===== src/rtl/alu_pkg.sv =====
// Shared types for the ALU serial datapath.
// Holds the subtractor FSM encoding and the legal width limit.
package alu_pkg;

    typedef enum logic [1:0] {
        IDLE,
        SHIFT,
        FIN
    } state_t;

    localparam int NBITS_MAX = 32;

endpackage


===== src/rtl/subtractor_bit.sv =====
// One-bit full subtractor: d = a - b - br_in, with borrow-out.
module subtractor_bit (
    input  logic a,
    input  logic b,
    input  logic br_in,
    output logic d,
    output logic br_out
);

    assign d      = a ^ b ^ br_in;
    assign br_out = (~a & b) | (~(a ^ b) & br_in);

endmodule


===== src/rtl/subtractor_serial.sv =====
// Bit-serial A - B - B_IN, LSB first, with start/done handshake.
// Results and flags are registered and held until the next completion.
module subtractor_serial
    import alu_pkg::*;
#(
    parameter int Nbits = 4
) (
    input  logic             CLK,
    input  logic             RST_N,
    input  logic             START,
    input  logic [Nbits-1:0] A,
    input  logic [Nbits-1:0] B,
    input  logic             B_IN,
    output logic             BUSY,
    output logic             DONE,
    output logic [Nbits-1:0] DIFF,
    output logic             B_OUT,
    output logic             OVERFLOW,
    output logic             ZERO
);

    localparam int CW = $clog2(Nbits + 1);

    if (Nbits < 2 || Nbits > NBITS_MAX) begin : g_bad_width
        $error("subtractor_serial: Nbits out of range");
    end

    state_t           state_q, state_d;
    logic [Nbits-1:0] a_q, a_d;
    logic [Nbits-1:0] b_q, b_d;
    logic [Nbits-1:0] acc_q, acc_d;
    logic [CW-1:0]    cnt_q, cnt_d;
    logic             br_q, br_d;
    logic             amsb_q, amsb_d;
    logic             bmsb_q, bmsb_d;
    logic             busy_q, busy_d;
    logic             done_q, done_d;
    logic [Nbits-1:0] diff_q, diff_d;
    logic             bout_q, bout_d;
    logic             ovf_q, ovf_d;
    logic             zero_q, zero_d;

    logic bit_d;
    logic bit_br;
    logic accept;

    subtractor_bit u_bit (
        .a      (a_q[0]),
        .b      (b_q[0]),
        .br_in  (br_q),
        .d      (bit_d),
        .br_out (bit_br)
    );

    // FIN counts as idle so back-to-back operations lose no cycle.
    assign accept = START && (state_q != SHIFT);

    always_comb begin
        state_d = state_q;
        a_d     = a_q;
        b_d     = b_q;
        acc_d   = acc_q;
        cnt_d   = cnt_q;
        br_d    = br_q;
        amsb_d  = amsb_q;
        bmsb_d  = bmsb_q;
        busy_d  = busy_q;
        done_d  = 1'b0;
        diff_d  = diff_q;
        bout_d  = bout_q;
        ovf_d   = ovf_q;
        zero_d  = zero_q;

        unique case (state_q)
            IDLE: begin
            end
            SHIFT: begin
                a_d   = a_q >> 1;
                b_d   = b_q >> 1;
                br_d  = bit_br;
                acc_d = {bit_d, acc_q[Nbits-1:1]};
                cnt_d = cnt_q + CW'(1);
                if (cnt_q == CW'(Nbits - 1)) begin
                    state_d = FIN;
                    busy_d  = 1'b0;
                end
            end
            FIN: begin
                diff_d  = acc_q;
                bout_d  = br_q;
                ovf_d   = (amsb_q ^ bmsb_q) & (amsb_q ^ acc_q[Nbits-1]);
                zero_d  = ~|acc_q;
                done_d  = 1'b1;
                state_d = IDLE;
            end
            default: state_d = IDLE;
        endcase

        if (accept) begin
            a_d     = A;
            b_d     = B;
            br_d    = B_IN;
            amsb_d  = A[Nbits-1];
            bmsb_d  = B[Nbits-1];
            acc_d   = '0;
            cnt_d   = '0;
            busy_d  = 1'b1;
            state_d = SHIFT;
        end
    end

    always_ff @(posedge CLK or negedge RST_N) begin
        if (!RST_N) begin
            state_q <= IDLE;
            a_q     <= '0;
            b_q     <= '0;
            acc_q   <= '0;
            cnt_q   <= '0;
            br_q    <= 1'b0;
            amsb_q  <= 1'b0;
            bmsb_q  <= 1'b0;
            busy_q  <= 1'b0;
            done_q  <= 1'b0;
            diff_q  <= '0;
            bout_q  <= 1'b0;
            ovf_q   <= 1'b0;
            zero_q  <= 1'b0;
        end else begin
            state_q <= state_d;
            a_q     <= a_d;
            b_q     <= b_d;
            acc_q   <= acc_d;
            cnt_q   <= cnt_d;
            br_q    <= br_d;
            amsb_q  <= amsb_d;
            bmsb_q  <= bmsb_d;
            busy_q  <= busy_d;
            done_q  <= done_d;
            diff_q  <= diff_d;
            bout_q  <= bout_d;
            ovf_q   <= ovf_d;
            zero_q  <= zero_d;
        end
    end

    assign BUSY     = busy_q;
    assign DONE     = done_q;
    assign DIFF     = diff_q;
    assign B_OUT    = bout_q;
    assign OVERFLOW = ovf_q;
    assign ZERO     = zero_q;

endmodule


===== config.mk =====
export PLATFORM = sky130hd
export DESIGN_NAME = subtractor_serial
export DESIGN_NICKNAME = d
export VERILOG_FILES = /design/src/rtl/alu_pkg.sv /design/src/rtl/subtractor_bit.sv /design/src/rtl/subtractor_serial.sv
export SDC_FILE = /design/constraint.sdc
export NUM_CORES = 1
export LEC_CHECK = 0
export CORE_UTILIZATION = 25
export DETAILED_ROUTE_END_ITERATION = 10
export GPL_TIMING_DRIVEN = 0
export PLACE_DENSITY_LB_ADDON = 0.1
export SYNTH_ARGS = -nofsm -noshare
export SYNTH_HDL_FRONTEND = slang
export SYNTH_SLANG_ARGS = --single-unit

===== constraint.sdc =====
create_clock -name CLK -period 1.35 [get_ports CLK]
set_clock_uncertainty 0.05 [all_clocks]
set_input_delay 0.3375 -clock CLK [delete_from_list [all_inputs] [get_ports CLK]]
set_output_delay 0.3375 -clock CLK [all_outputs]
set_load 0.05 [all_outputs]

==> run metrics <==
outcome=complete, no violations; fmax=792.1 MHz; worst-margin pin slew=0.7414 ns; # nets final=151; share of the synthesized area in the top cell type=58.29%; Ports=21; vias in the first global route=839; clk slew on worst S/H paths=0.06 ns; CP endpoint kind=primary output; Routed WL=2.434 mm; top_reg_cell synth=dfrtp_1; global placement routability congestion=0.6641; CP delay by family, top=flip-flops; Max IR drop VDD=0.8014 mV; Overall Global Routing Usage=11.21%; Max Slew Vio Count=0; crit share post-route=93.52%; worst hold path type=input pin to asynchronous set/reset pin; Sw Ratio=39.91%; placed inst area=1519 µm²; Post-DP HPWL=1.643 mm; CP Max Fanout=2; core footprint=4755 µm²; P&R area growth vs syn=25.13%; CTS max path bufs=2; Ys Warns=0; vias per cell=4.113; hold-fix buffers at CTS=0; number of synthesized flops with an enable pin=0; Antenna Cells=0; crit path buf inv count=1; Initial Util=26.18%; post-synthesis mux area share=12.76%; count of input and output buffers=19; CTS tree=done; global-route wire length before repair=4.209 mm; Synth area leaders=dfrtp_1 58%, mux2i_1 6.4%, o21ai_0 5.2%; Slowest cell on crit path=dfrtp_1; Synth Area in Adders=3.618%; critical path type=flop to primary output; H-Tree Level Count=2; CP max stage delay=0.34 ns; most numerous cell in the Yosys netlist=dfrtp_1; LEAKAGE=0.7487 nW; GRT overflow=0; die width=72.57 µm; Post-synth ARST share=100.0%; clock power share=19.1%; Seq/Total Area, Yosys=58.29%; DRT Pass-1 Iters=4; Die Area=5266 µm²; via count=839; synth unique cells=22; CTS buffer count=5; max_cap viols=0; Synth Area in Simple Gates=13.07%; Combinational Power Share=40.0%; main combinational cell family by area after synthesis=simple AND/OR/NAND/NOR gates; Synth top cells by count=29 x dfrtp_1, 16 x nand2_1, 13 x o21ai_0, 8 x mux2i_1; initial antenna violation count=0; endpoints failing hold=0; Cells after Synth=110; Tmin final=1.262 ns; Synth Area in Compound Gates=8.040%; clock insertion delay at the later pin of the skew report=0.27 ns; layout cells sized above 1=18.98%; largest area contributor in the netlist=dfrtp_1; Die Y=72.57 µm; CTS root buf=clkbuf_8; syn avg cell area=11.32 µm²; Synth Net Count=125; drt wl/cell=11.93 µm; Post-CTS Resized=44; synthesized area=1245 µm²; Num Clock Sinks=29; Yosys reg bits=29; DRC violations left=0; post-route setup slack=0.08753 ns; largest net degree at the start of global routing=30; crit path launch type=flop; sequential power share=40.9%; # rows=25; worst path cell trace=buf_2; unrepaired setup endpoints after global routing=no; # setup viols final=0; P per Cell Area=2233 nW/µm²; Internal=2.090 mW; antenna viol nets, final=0; NetSw=1.388 mW; Max-slew headroom=50.57%; xor-xnor portion of the synthesized cell area=0%; Worst EP required=0.96 ns; Starting DRT DRC Count=33; final instance area=1558 µm²; Setup Slack @ Placement=-0.6349 ns; CP Data Arrival Time=0.87 ns; setup bufs post-CTS=0
## path summary, 6_finish.rpt
| path | start | to | slack, ns | cells after the start |
|---|---|---|---|---|
| min in group CLK | START | acc_q[3]$_DFFE_PN0P_ | 0.41 | 3 |
| max reg2reg | state_q[1]$_DFFE_PN0P_ | amsb_q$_DFFE_PN0P_ | 0.10 | 3 |
| max in group asynchronous | RST_N | cnt_q[2]$_DFFE_PN0P_ | 0.60 | 1 |
| min | RST_N | DONE$_DFF_PN0_ | 0.17 | 1 |
| min reg2reg | OVERFLOW$_DFFE_PN0P_ | OVERFLOW$_DFFE_PN0P_ | 0.42 | 2 |
| max | BUSY$_DFFE_PN0P_ | BUSY | 0.09 | 1 |
## power groups by stage
stage	sequential, mW	combinational, mW	clock [mW]
2_1_floorplan	1.75	0.707	0
3_3_place_gp	1.44	1.48	0
3_5_place_dp	1.45	1.50	0
4_1_cts	1.44	1.42	0.694
5_1_grt	1.47	1.56	0.748
6_report	1.42	1.39	0.664
## flip-flops by register name, indices dropped and copies added, names as in the netlist, 2 cells and up
name and count:
a_q 4, DIFF 4, state_q 2, acc_q 4
b_q 4, cnt_q 3
## logic make-up after synthesis
family,Yosys count
and+or+nand+nor,34
muxes,15
adders and majority gates,3
AOI/OAI and AO/OA,19
DFF,29
buffers and inverters,10
## layout make-up
| class | instances | area (µm²) |
|---|---|---|
| Timing Repair Buffer | 19 | 146.4 |
| Tap cell | 67 | 83.83 |
| Multi-Input combinational cell | 71 | 466.7 |
| Inverter | 4 | 15.01 |
| Buffer | 6 | 40.04 |
| Clock buffer | 8 | 80.08 |
| Sequential cell | 29 | 725.7 |
| Fill cell | 519 | 3197 |
## cells in the final DEF, fill, tap and decap left out, drive strengths merged
master | Yosys | final
buf | 6 | 15
ha | 2 | 2
o211a | 1 | 1
inv | 4 | 4
nor2b | 1 | 1
or2b | 1 | 1
and2 | 1 | 1
a21oi | 3 | 3
or4 | 1 | 1
nand2b | 6 | 6
clkbuf | 0 | 8
o21ai | 15 | 15
or3 | 1 | 1
nor2 | 6 | 6
clkdlybuf4s50 | 0 | 9
mux2 | 7 | 7
fa | 1 | 1
nand2 | 16 | 16
mux2i | 8 | 8
dfrtp | 29 | 29
clkdlybuf4s15 | 0 | 1
and3b | 1 | 1
## through the flow
stage	utilization (%)	hold WS, ns	TNS, ns	instances	total power, mW
floorplan	-	-0.008091	0	110	2.457
global placement	31.95	0.4128	-18.84	196	2.916
detailed placement	31.95	0.4218	-19.75	196	2.954
CTS	32.97	0.1898	-0.03999	204	3.554
global route	32.76	0.2291	0	204	3.780
finish	32.76	0.1706	0	204	3.479
## layer usage
layer / global-route usage (%) / vias up / wire (µm)
li1: - / 421 / -
met1: 14.49 / 397 / 1204
met2: 16.10 / 17 / 1067
met3: 5.278 / 4 / 133
met4: 4.575 / 0 / 29
met5: 0 / - / 0
No activity file was read; power rests on OpenSTA's default activity.
